[src/rtl/debug_pkg.sv]
// Shared constants for the register dump path: FSM encoding, word/byte geometry
// and the byte order used on the UART stream.
package debug_pkg;

  localparam logic [2:0] ST_IDLE = 3'd0;
  localparam logic [2:0] ST_READ = 3'd1;
  localparam logic [2:0] ST_WAIT = 3'd2;
  localparam logic [2:0] ST_SEND = 3'd3;
  localparam logic [2:0] ST_DONE = 3'd4;

  localparam int NB_REG_DEF  = 5;
  localparam int NB_DATA_DEF = 32;
  localparam int NB_BYTE_DEF = 8;

  localparam int BYTES_PER_WORD = NB_DATA_DEF / NB_BYTE_DEF;

  // Bytes leave the serializer most-significant first.
  localparam bit MSB_FIRST = 1'b1;

  function automatic int bytes_per_word(input int nb_data, input int nb_byte);
    return nb_data / nb_byte;
  endfunction

endpackage

[src/rtl/register_dump_unit_if.sv]
// Bundle of the dump unit's control, bank read port and byte-stream signals.
// slave is the dump unit's view; master is the surrounding system's view.
interface register_dump_unit_if
  import debug_pkg::*;
#(
  parameter int NB_REG  = NB_REG_DEF,
  parameter int NB_DATA = NB_DATA_DEF,
  parameter int NB_BYTE = NB_BYTE_DEF
);

  logic               start_i;
  logic [NB_REG-1:0]  dump_addr_o;
  logic [NB_DATA-1:0] dump_data_i;
  logic [NB_BYTE-1:0] tx_data_o;
  logic               tx_valid_o;
  logic               tx_ready_i;
  logic               busy_o;
  logic               done_o;

  modport slave (
    input  start_i,
    input  dump_data_i,
    input  tx_ready_i,
    output dump_addr_o,
    output tx_data_o,
    output tx_valid_o,
    output busy_o,
    output done_o
  );

  modport master (
    output start_i,
    output dump_data_i,
    output tx_ready_i,
    input  dump_addr_o,
    input  tx_data_o,
    input  tx_valid_o,
    input  busy_o,
    input  done_o
  );

endinterface

[src/rtl/word_serializer.sv]
// Splits one loaded word into bytes on a valid/ready stream; last_o marks the
// transfer of the final byte of the word.
module word_serializer
  import debug_pkg::*;
#(
  parameter int NB_DATA    = NB_DATA_DEF,
  parameter int NB_BYTE    = NB_BYTE_DEF,
  parameter bit BYTE_ORDER = MSB_FIRST
) (
  input  logic               clock_i,
  input  logic               reset_i,
  input  logic               load_i,
  input  logic [NB_DATA-1:0] word_i,
  input  logic               ready_i,
  output logic [NB_BYTE-1:0] data_o,
  output logic               valid_o,
  output logic               last_o
);

  localparam int BPW    = bytes_per_word(NB_DATA, NB_BYTE);
  localparam int NB_CNT = (BPW > 1) ? $clog2(BPW) : 1;
  localparam logic [NB_CNT-1:0] CNT_LAST = NB_CNT'(BPW - 1);

  logic [NB_DATA-1:0] shift_q, shift_d;
  logic [NB_CNT-1:0]  byte_cnt_q, byte_cnt_d;
  logic               valid_q, valid_d;
  logic               xfer;

  assign xfer    = valid_q & ready_i;
  assign last_o  = xfer & (byte_cnt_q == CNT_LAST);
  assign valid_o = valid_q;
  assign data_o  = BYTE_ORDER ? shift_q[NB_DATA-1 -: NB_BYTE] : shift_q[NB_BYTE-1:0];

  // Data and valid only move on a transfer, so a stalled byte stays put.
  always_comb begin
    shift_d    = shift_q;
    byte_cnt_d = byte_cnt_q;
    valid_d    = valid_q;
    if (load_i) begin
      shift_d    = word_i;
      byte_cnt_d = '0;
      valid_d    = 1'b1;
    end else if (xfer) begin
      shift_d    = BYTE_ORDER ? (shift_q << NB_BYTE) : (shift_q >> NB_BYTE);
      byte_cnt_d = byte_cnt_q + NB_CNT'(1);
      if (byte_cnt_q == CNT_LAST) begin
        byte_cnt_d = '0;
        valid_d    = 1'b0;
      end
    end
  end

  always_ff @(posedge clock_i or posedge reset_i) begin
    if (reset_i) begin
      shift_q    <= '0;
      byte_cnt_q <= '0;
      valid_q    <= 1'b0;
    end else begin
      shift_q    <= shift_d;
      byte_cnt_q <= byte_cnt_d;
      valid_q    <= valid_d;
    end
  end

endmodule

[src/rtl/register_dump_unit.sv]
// Walks the register bank through its read port and streams every word out
// as bytes to the UART transmitter.
//
// state | meaning
// IDLE  | waiting for start_i
// READ  | present reg_cnt on dump_addr_o, arm latency counter
// WAIT  | hold address until bank data is valid, then load serializer
// SEND  | serializer emits the word's bytes
// DONE  | one-cycle completion pulse, back to IDLE
module register_dump_unit
  import debug_pkg::*;
#(
  parameter int NB_REG     = NB_REG_DEF,
  parameter int NB_DATA    = NB_DATA_DEF,
  parameter int N_REGISTER = 32,
  parameter int RD_LATENCY = 1,
  parameter int NB_BYTE    = NB_BYTE_DEF
) (
  input  logic                 clock_i,
  input  logic                 reset_i,
  register_dump_unit_if.slave  bus
);

  localparam int NB_LAT = (RD_LATENCY > 1) ? $clog2(RD_LATENCY) : 1;
  localparam logic [NB_REG-1:0] REG_LAST = NB_REG'(N_REGISTER - 1);
  localparam logic [NB_LAT-1:0] LAT_INIT = NB_LAT'(RD_LATENCY - 1);

  logic [2:0]        state_q, state_d;
  logic [NB_REG-1:0] reg_cnt_q, reg_cnt_d;
  logic [NB_LAT-1:0] lat_cnt_q, lat_cnt_d;
  logic              ser_load;
  logic              ser_last;

  always_comb begin
    state_d   = state_q;
    reg_cnt_d = reg_cnt_q;
    lat_cnt_d = lat_cnt_q;
    ser_load  = 1'b0;
    case (state_q)
      ST_IDLE: begin
        if (bus.start_i) begin
          reg_cnt_d = '0;
          state_d   = ST_READ;
        end
      end
      ST_READ: begin
        lat_cnt_d = LAT_INIT;
        state_d   = ST_WAIT;
      end
      ST_WAIT: begin
        if (lat_cnt_q == '0) begin
          ser_load = 1'b1;
          state_d  = ST_SEND;
        end else begin
          lat_cnt_d = lat_cnt_q - NB_LAT'(1);
        end
      end
      ST_SEND: begin
        if (ser_last) begin
          if (reg_cnt_q == REG_LAST) begin
            state_d = ST_DONE;
          end else begin
            reg_cnt_d = reg_cnt_q + NB_REG'(1);
            state_d   = ST_READ;
          end
        end
      end
      ST_DONE: begin
        reg_cnt_d = '0;
        state_d   = ST_IDLE;
      end
      default: begin
        reg_cnt_d = '0;
        state_d   = ST_IDLE;
      end
    endcase
  end

  always_ff @(posedge clock_i or posedge reset_i) begin
    if (reset_i) begin
      state_q   <= ST_IDLE;
      reg_cnt_q <= '0;
      lat_cnt_q <= '0;
    end else begin
      state_q   <= state_d;
      reg_cnt_q <= reg_cnt_d;
      lat_cnt_q <= lat_cnt_d;
    end
  end

  // Address stays on reg_cnt through WAIT so the registered bank output is stable.
  assign bus.dump_addr_o = reg_cnt_q;
  assign bus.busy_o      = (state_q == ST_READ) || (state_q == ST_WAIT) || (state_q == ST_SEND);
  assign bus.done_o      = (state_q == ST_DONE);

  word_serializer #(
    .NB_DATA    (NB_DATA),
    .NB_BYTE    (NB_BYTE),
    .BYTE_ORDER (MSB_FIRST)
  ) u_word_serializer (
    .clock_i (clock_i),
    .reset_i (reset_i),
    .load_i  (ser_load),
    .word_i  (bus.dump_data_i),
    .ready_i (bus.tx_ready_i),
    .data_o  (bus.tx_data_o),
    .valid_o (bus.tx_valid_o),
    .last_o  (ser_last)
  );

endmodule

[src/flat_wrapper.sv]
// flat-port wrapper written by rule: the top's interface ports become plain ports
module register_dump_unit_flat import debug_pkg::*;
#(
  parameter int NB_REG     = NB_REG_DEF,
  parameter int NB_DATA    = NB_DATA_DEF,
  parameter int N_REGISTER = 32,
  parameter int RD_LATENCY = 1,
  parameter int NB_BYTE    = NB_BYTE_DEF
)
  (clock_i, reset_i, bus_start_i, bus_dump_data_i, bus_tx_ready_i, bus_dump_addr_o, bus_tx_data_o, bus_tx_valid_o, bus_busy_o, bus_done_o);
  register_dump_unit_if #(.NB_REG(NB_REG), .NB_DATA(NB_DATA), .NB_BYTE(NB_BYTE)) bus_i ();
  input  logic clock_i;
  input  logic reset_i;
  input wire logic [$bits(bus_i.start_i)-1:0] bus_start_i;
  input wire logic [$bits(bus_i.dump_data_i)-1:0] bus_dump_data_i;
  input wire logic [$bits(bus_i.tx_ready_i)-1:0] bus_tx_ready_i;
  output wire logic [$bits(bus_i.dump_addr_o)-1:0] bus_dump_addr_o;
  output wire logic [$bits(bus_i.tx_data_o)-1:0] bus_tx_data_o;
  output wire logic [$bits(bus_i.tx_valid_o)-1:0] bus_tx_valid_o;
  output wire logic [$bits(bus_i.busy_o)-1:0] bus_busy_o;
  output wire logic [$bits(bus_i.done_o)-1:0] bus_done_o;
  assign bus_i.start_i = bus_start_i;
  assign bus_i.dump_data_i = bus_dump_data_i;
  assign bus_i.tx_ready_i = bus_tx_ready_i;
  assign bus_dump_addr_o = bus_i.dump_addr_o;
  assign bus_tx_data_o = bus_i.tx_data_o;
  assign bus_tx_valid_o = bus_i.tx_valid_o;
  assign bus_busy_o = bus_i.busy_o;
  assign bus_done_o = bus_i.done_o;
  register_dump_unit #(.NB_REG(NB_REG), .NB_DATA(NB_DATA), .N_REGISTER(N_REGISTER), .RD_LATENCY(RD_LATENCY), .NB_BYTE(NB_BYTE)) u_core (.clock_i(clock_i), .reset_i(reset_i), .bus(bus_i));
endmodule
[config.mk]
export PLATFORM = sky130hd
export DESIGN_NAME = register_dump_unit_flat
export DESIGN_NICKNAME = d
export VERILOG_FILES = /design/src/rtl/debug_pkg.sv /design/src/rtl/register_dump_unit_if.sv /design/src/rtl/word_serializer.sv /design/src/rtl/register_dump_unit.sv /design/src/flat_wrapper.sv
export SDC_FILE = /design/constraint.sdc
export NUM_CORES = 1
export LEC_CHECK = 0
export BUFFER_PORTS_ARGS = -buffer_cell sky130_fd_sc_hd__buf_2
export CORE_MARGIN = 2
export CORE_UTILIZATION = 44
export DETAILED_ROUTE_END_ITERATION = 10
export GPL_TIMING_DRIVEN = 0
export PLACE_DENSITY_LB_ADDON = 0.08
export SKIP_LAST_GASP = 1
export SLEW_MARGIN = 25
export SYNTH_ARGS = -nofsm -noshare
export SYNTH_HDL_FRONTEND = slang
export SYNTH_HIERARCHICAL = 1
export SYNTH_SLANG_ARGS = --single-unit
[constraint.sdc]
create_clock -name clock_i -period 2.5 [get_ports clock_i]
set_input_delay 0.25 -clock clock_i [delete_from_list [all_inputs] [get_ports clock_i]]
set_output_delay 0.25 -clock clock_i [all_outputs]
set_load 0.005 [all_outputs]
Yosys cells after proc, flatten, opt, wreduce, memory -nomap -nowiden:

Index checks and enable logic that the tools add are counted.

* multiplexer cells: 21
* bitwise gates (word level): 3
* $lt $le $gt $ge: 0
* $add $sub $neg: 3
* shift-type cells: 0
* equal/unequal tests: 10
* reduce and logical (&&, ||, !) cells: 10
* multipliers: 0
* divide/modulo/power cells: 0

Operators with widths (number)
* 32-bit two-way mux: 2
* 5-bit two-way mux: 3
* 5-bit case mux with 3 select lines: 1
* 3-bit two-way mux: 4
* 3-bit case mux with 4 select lines: 1
* 3-bit by 2-bit equality test with 1-bit output, second input constant: 2
* 1-bit two-way mux: 6
* 2-bit two-way mux: 3
* 2-bit != test, second input constant: 3
* 2-bit nonzero test: 3
* 5-bit by 1-bit adder with 5-bit output, second input constant: 1
* 5-bit equality test, second input constant: 1
* 4-bit AND reduction: 1
* 3-bit by 1-bit equality test with 1-bit output, second input constant: 1
* 3-bit equality test, second input constant: 1
* 3-bit zero test: 1
* 3-bit AND reduction: 1
* 2-bit by 1-bit adder with 2-bit output, second input constant: 1
* 1-bit AND: 2
* 2-bit equality test, second input constant: 1
* 1-bit logical OR: 2
* 2-bit by 1-bit != test with 1-bit output, second input constant: 1
* 1-bit case mux with 2 select lines: 1
* 2-bit AND reduction: 1
* 3 further kinds: 3

* output and inout port bits: 16
* memories kept: 0
* bits in latches: 0
* bits in writable memories: 0
* ROM bits: 0
* register bits after elaboration: 44

Logic depth before layout (Yosys ltp):

Gate-level depths: netlist (run 1).

* word-level depth: 4
* mapped depth: 7
* gate-level depth less buffers: 7

Hierarchy:

Netlist (run 1), hierarchy kept.

By module, submodules not included
* word_serializer: area each 1969.4 µm², cells each 194, instances 1
* register_dump_unit: area each 421.7 µm², cells each 46, instances 1

Worst setup path before layout (run 1):

OpenSTA, ideal clock, no wires.

* path type: flip-flop to flip-flop
* start point: register u_core.reg_cnt_q[0], in the netlist u_core/bus.dump_addr_o[0]
* end point: register u_core.reg_cnt_q[3], in the netlist u_core/bus.dump_addr_o[3]
* data arrival time: 1892 ps
* slack: 539 ps
* setup time: 69 ps
* buffers on the path: 0
* period minus slack after synthesis: 1961 ps
* stages on the path, launching flop included: 8
* cells stage by stage: dfrtp_1 -> ha_1 -> and3_1 -> ha_1 -> and4b_4 -> a211oi_2 -> or4b_1 -> nand3_1

* word-level cells in the longest chain between the ends: 4
* elaborated cells on any way between the ends: 7
* classes of those cells: add/sub (1); eq/ne (2); mux (3); reduce/logical (1)

RTL lines
* start, declared: line register_dump_unit.sv:29 `logic [NB_REG-1:0] reg_cnt_q, reg_cnt_d;`
* start signal, assigned: line register_dump_unit.sv:86 `reg_cnt_q <= reg_cnt_d;`
* 5-bit by 1-bit adder with 5-bit output: line register_dump_unit.sv:63 `reg_cnt_d = reg_cnt_q + NB_REG'(1);`
* 5-bit two-way mux: line register_dump_unit.sv:60 `if (reg_cnt_q == REG_LAST) begin`
* 5-bit two-way mux: line register_dump_unit.sv:59 `if (ser_last) begin`
* 5-bit case mux with 3 select lines: line register_dump_unit.sv:39 `case (state_q)`

Several ways; a longest one is shown, not always the timed one. The select of a mux whose other input is x is not followed.
A chain may end at the register's enable or synchronous reset.

Worst setup path in the final report (run 1):

Ends and elaborated chain as after synthesis.

==> results of run 1 <==
-- per-stage QoR --
stage | util | power, mW | area (um^2)
2_1_floorplan | - | 1.67 | 2390
3_3_place_gp | 0.529 | 1.90 | 2730
3_5_place_dp | 0.534 | 1.93 | 2760
4_1_cts | 0.558 | 2.48 | 2880
5_1_grt | 0.558 | 2.63 | 2880
6_report | 0.558 | 2.45 | 2880
-- flip-flops by register name, indices dropped and copies added (netlist names) --
signal                               flops
u_core/u_word_serializer/byte_cnt_q      2
u_core/u_word_serializer/shift_q        32
u_core/state_q                           3
u_core/bus.dump_addr_o                   5
u_core/u_word_serializer/valid_o         1
-- cell type report --
| class | instances | area (um^2) | area share |
|---|---|---|---|
| Multi-Input combinational cell | 159 | 1080 | 0.375 |
| Sequential cell | 43 | 1080 | 0.373 |
| Buffer | 28 | 196 | 0.0681 |
| Inverter | 10 | 37.5 | 0.0130 |
| Tap cell | 70 | 87.6 | 0.0304 |
| Timing Repair Buffer | 53 | 293 | 0.102 |
| Clock buffer | 5 | 68.8 | 0.0239 |
| Clock inverter | 3 | 43.8 | 0.0152 |
-- critical path: stages (launching register included) --
cell	delay, ns
dfrtp_1	0.42
ha_1	0.24
and3_1	0.15
ha_1	0.19
and4b_4	0.34
a211oi_2	0.09
or4b_1	0.49
nand3_1	0.09
-- how the worst min path moves through the flow --
| stage | slack (ns) | end | from |
|---|---|---|---|
| 2_1_floorplan | 0.07 | u_core/bus.dump_addr_o[0] | reset_i |
| 3_3_place_gp | 0.23 | u_core/state_q[1] | reset_i |
| 3_5_place_dp | 0.23 | u_core/state_q[2] | reset_i |
| 4_1_cts | 0.15 | u_core/u_word_serializer/shift_q[0] | bus_dump_data_i[0] |
| 5_1_grt | 0.16 | u_core/u_word_serializer/shift_q[9] | bus_dump_data_i[9] |
| 6_report | 0.16 | u_core/u_word_serializer/shift_q[2] | bus_dump_data_i[2] |
-- cells by family after synthesis --
group | Yosys count | synth area share
compound gates | 44 | 0.161
buf+inv | 38 | 0.0979
flops | 43 | 0.450
fa+ha+maj | 3 | 0.0157
simple gates | 112 | 0.275
-- routing by layer --
layer	track usage	vias up	part of all wire
li1	-	951	-
met3	0.0267	7	0.049
met2	0.291	49	0.48
met4	0.0696	0	0.014
met5	0	-	0
met1	0.256	922	0.46
-- where the power goes --
group          switching (mW)  internal, mW  leakage, nW
Clock                   0.242         0.297       0.0581
Combinational           0.390         0.449        0.721
Sequential              0.141         0.931        0.566
-- placed cells by master (no fill, tap or decap), types with 8 or more instances in the layout --
cell type,n
nand4b_1,24
o21ai_1,8
buf_4,8
o211ai_1,13
nand2b_1,25
inv_1,9
dfrtp_1,43
buf_2,64
o311ai_2,8
nand2_1,40
-- repair_timing --
item	CTS	global route
endpoints found under the hold margin	24	0
buffers inserted	0	0
hold buffers	1	0
==> flow_metrics.tcl, run 1 <==
set metrics [dict create \
    status "finished clean" \
    netlist_area_um2 2390 \
    synth_top_cell_area_share 0.450 \
    rsz0062_at_grt "false" \
    clock_path_buffers 2 \
    cts.clk_slew.worst_paths_ns 0.08 \
    dr.pass1.iters 4 \
    via_count 1929 \
    reg2reg_slack_ns 0.43 \
    worst_pin_slew_ns 0.472 \
    reg2reg_depth 7 \
    synth.distinct_cells 32 \
    final_nets 339 \
    fin_cells 371 \
    hold_class "in -> reg" \
    grt_antenna_before_repair 0 \
    endpoint "u_core/bus.dump_addr_o[3]" \
    synth_most_common_cell "dfrtp_1" \
    ant_nets 0 \
    pre_cts_slack_ns 0.450 \
    crit_start "u_core/bus.dump_addr_o[0]" \
    critPathCaptureType "flop" \
    clock-sinks 43 \
    p_per_area_nw_per_um2 849 \
    max_freq_ghz 0.483 \
    start_kind "flop" \
    synthFlopType "dfrtp_1" \
    vdd_drop_max_mv 0.361 \
    dp_hpwl_um 3830 \
    grt_max_degree 20 \
    die_area_um2 6040 \
    hold_viol 0 \
    synth_edf_count 0 \
    r2r_end "u_core/bus.dump_addr_o[3]" \
    io_pins 52 \
    setup_tns_ns 0 \
    syn_nets 279 \
    n_fill_cell 479 \
    grt.total_usage 0.184 \
    cts-buffers-inserted 5 \
    wl_per_cell_um 14.3 \
    io_buffers 51 \
    ys_top_cells_by_area "dfrtp_1, nand4b_1, nand2b_1" \
    slew_headroom 0.685 \
    arrival_ns 2.31 \
    yosysWarnings 6 \
    area_delta_synth_final_pct 20.6 \
    syn_inst 240 \
    slew_viol_final 0 \
    seq_area_frac_synth 0.450 \
    dieHeight_um 77.7 \
    synth_area_leader_cell "dfrtp_1" \
    drt-total-wl_um 5320 \
    cts_tree "yes" \
    grt_pass1_wl_um 8790 \
    fin_crit_ns 2.07 \
    overflow 0 \
    clock_latency_ns 0.30 \
    cts_resized 0 \
    async_flop_share 1.00 \
    clock_skew_ns 0.00620 \
    yosys-top-cells-count "dfrtp_1, nand2_1, nand2b_1" \
    worst_slack_ns 0.428 \
    via_per_inst 5.20 \
    maxCapViolations 0 \
    p_leak_nw 1.35 \
    hold_depth 3 \
    start_util 0.462 \
    path_class "reg -> reg" \
    r2r_start "u_core/bus.dump_addr_o[0]" \
    grt_pass1_vias 1796 \
    holdWs_ns 0.156 \
    final-setup-viol-count 0 \
    fp.coreArea_um2 5170 \
    drt_iter0_markers 122 \
    placed_cells 362 \
    fp.dieW_um 77.7 \
    cts-root-buf "clkbuf_8" \
    num_rows 26 \
    required_ns 2.74 \
    post-route-period-util 0.829 \
    drcViolationCount 0 \
    avgSynthCellArea_um2 9.96 \
    num_antenna_cells 0 \
    cts_max_level 2 \
    path_max_fanout 8 \
    drive_above_1_share 0.342 \
    routabilityCongestion 0.774 \
    ys_ff_latch 43 \
]
No activity file was read; power rests on OpenSTA's default activity.
==> run 2, diff against run 1 <==
==> constraint.sdc (replaced) <==
create_clock -name clock_i -period 1.99 [get_ports clock_i]
set_input_delay 0.199 -clock clock_i [delete_from_list [all_inputs] [get_ports clock_i]]
set_output_delay 0.199 -clock clock_i [all_outputs]
set_load 0.005 [all_outputs]
==> run 2 against run 1 <==
Combinational power rose by 35%. First-iteration DRC count grew 6.6%. Worst setup slack got worse by 0.37 ns. Fmax up 7.0%. Power grew 29%. Cell count increased by 2.2%. Cell area rose by 2.5%. Critical endpoint unchanged.
==> flow_metrics.tcl, run 2 (synthesized netlist as in run 1, its figures left out) <==
set metrics [dict create \
    p_leak_nw 1.38 \
    via_per_inst 5.21 \
    cts_tree "yes" \
    start_util 0.462 \
    hold_class "in -> reg" \
    maxCapViolations 0 \
    die_area_um2 6040 \
    cts.clk_slew.worst_paths_ns 0.08 \
    largest_reg_flops 32 \
    mostFrequentLayoutCell "buf_2" \
    setup_tns_ns 0 \
    grt.total_usage 0.186 \
    fp.dieW_um 77.7 \
    num_rows 26 \
    cpMaxStageDelayCell "or4b_1" \
    arrival_ns 2.17 \
    dp_hpwl_um 3830 \
    io_pins 52 \
    max_stage_delay_ns 0.51 \
    overflow 0 \
    path_class "reg -> reg" \
    dieHeight_um 77.7 \
    slew_viol_final 0 \
    fin_crit_ns 1.94 \
    dr.pass1.iters 4 \
    drcViolationCount 0 \
    status "finished clean" \
    largest-register "u_core/u_word_serializer/shift_q" \
    grt_pass1_vias 1820 \
    cts_max_level 2 \
    cts-root-buf "clkbuf_8" \
    drt-total-wl_um 5440 \
    wl_per_cell_um 14.3 \
    final_nets 347 \
    drive_above_1_share 0.366 \
    clock-sinks 43 \
    num_antenna_cells 0 \
    clock_skew_ns 0.00751 \
    wl_met3_um 216 \
    worst_pin_slew_ns 0.408 \
    io_buffers 51 \
    grt_antenna_before_repair 0 \
    routed.top_layer "met4" \
    fp.coreArea_um2 5170 \
    vdd_drop_max_mv 0.522 \
    slew_headroom 0.728 \
    routabilityCongestion 0.774 \
    cp_cell_sequence "ha_2, and3_1, ha_2, and4b_4, a211oi_4, or4b_1, nand3_1" \
    clock_path_buffers 2 \
    route.met2.wl_um 2630 \
    drt_iter0_markers 130 \
    p_per_area_nw_per_um2 1060 \
    via_count 1976 \
    grt_pass1_wl_um 8860 \
    final_cell_mix "buf_2, dfrtp_1, nand2_1" \
    cpMostUsedCell "ha_2" \
    required_ns 2.23 \
    hold_viol 0 \
    ant_nets 0 \
    post-route-period-util 0.973 \
    crit_family "simple AND/OR/NAND/NOR gates" \
    grt_max_degree 20 \
    crit_buf_inv 0 \
    path_max_fanout 4 \
    final-setup-viol-count 0 \
    power_mw 3.15 \
    critPathCaptureType "flop" \
    area_delta_synth_final_pct 23.7 \
    cts-buffers-inserted 5 \
    max_freq_ghz 0.517 \
    start_kind "flop" \
    met1_length_um 2500 \
    clock_latency_ns 0.30 \
]
==> run 2: report_power, final <==
group,internal (mW),total (mW),switching [mW]
logic,0.613,1.13,0.514
registers,1.17,1.34,0.171
clock network,0.374,0.681,0.307
total,2.16,3.15,0.992
==> run 2: worst paths after layout <==
path / cells after the start / slack [ns] / from / endpoint
setup / recovery: 7 / 0.05 / u_core/bus.dump_addr_o[0] / u_core/bus.dump_addr_o[3]
hold / removal: 3 / 0.10 / bus_dump_data_i[2] / u_core/u_word_serializer/shift_q[2]
setup reg to reg: 7 / 0.05 / u_core/bus.dump_addr_o[0] / u_core/bus.dump_addr_o[3]
hold reg to reg: 2 / 0.51 / u_core/bus.dump_addr_o[4] / u_core/bus.dump_addr_o[4]
max in group asynchronous: 4 / 1.11 / reset_i / u_core/u_word_serializer/shift_q[5]
min in group asynchronous: 3 / 0.41 / reset_i / u_core/bus.dump_addr_o[4]
==> run 2: per-stage QoR <==
stage / area (um^2) / utilization / cells / setup slack, ns / hold slack, ns
after CTS: 2910 / 0.562 / 374 / 0.0126 / 0.0994
after global routing: 2960 / 0.572 / 379 / -0.00634 / 0.111
after floorplan: 2390 / - / 240 / 0.0291 / 0.0147
final: 2960 / 0.572 / 379 / 0.0543 / 0.104
after global placement: 2730 / 0.529 / 361 / -0.0510 / 0.178
after detailed placement: 2760 / 0.534 / 362 / -0.0602 / 0.182
==> run 2: cell type report <==
cell class,count,area [um^2]
Fill cell,473,2220
Multi-Input combinational cell,159,1090
Sequential cell,43,1080
Timing Repair Buffer,61,353
Buffer,28,196
Tap cell,70,87.6
Clock buffer,5,68.8
Clock inverter,3,43.8
Inverter,10,37.5
==> run 2: worst min-delay path, stage by stage <==
cell and delay (ns):
buf_2 0.07, nand2_1 0.04, o21ai_1 0.06
==> run 2: timing repair <==
item	in CTS	in global routing
pin swaps	0	4
hold buffers	1	0
endpoints found under the setup margin	1	2
hold endpoints to repair	24	0
gates resized for setup	1	2
buffers inserted	3	5
==> run 2: layer usage <==
| layer | vias to the layer above | global-route usage |
|---|---|---|
| met2 | 45 | 0.296 |
| met1 | 955 | 0.256 |
| li1 | 968 | - |
| met4 | 0 | 0.0696 |
| met3 | 8 | 0.0267 |
| met5 | - | 0 |
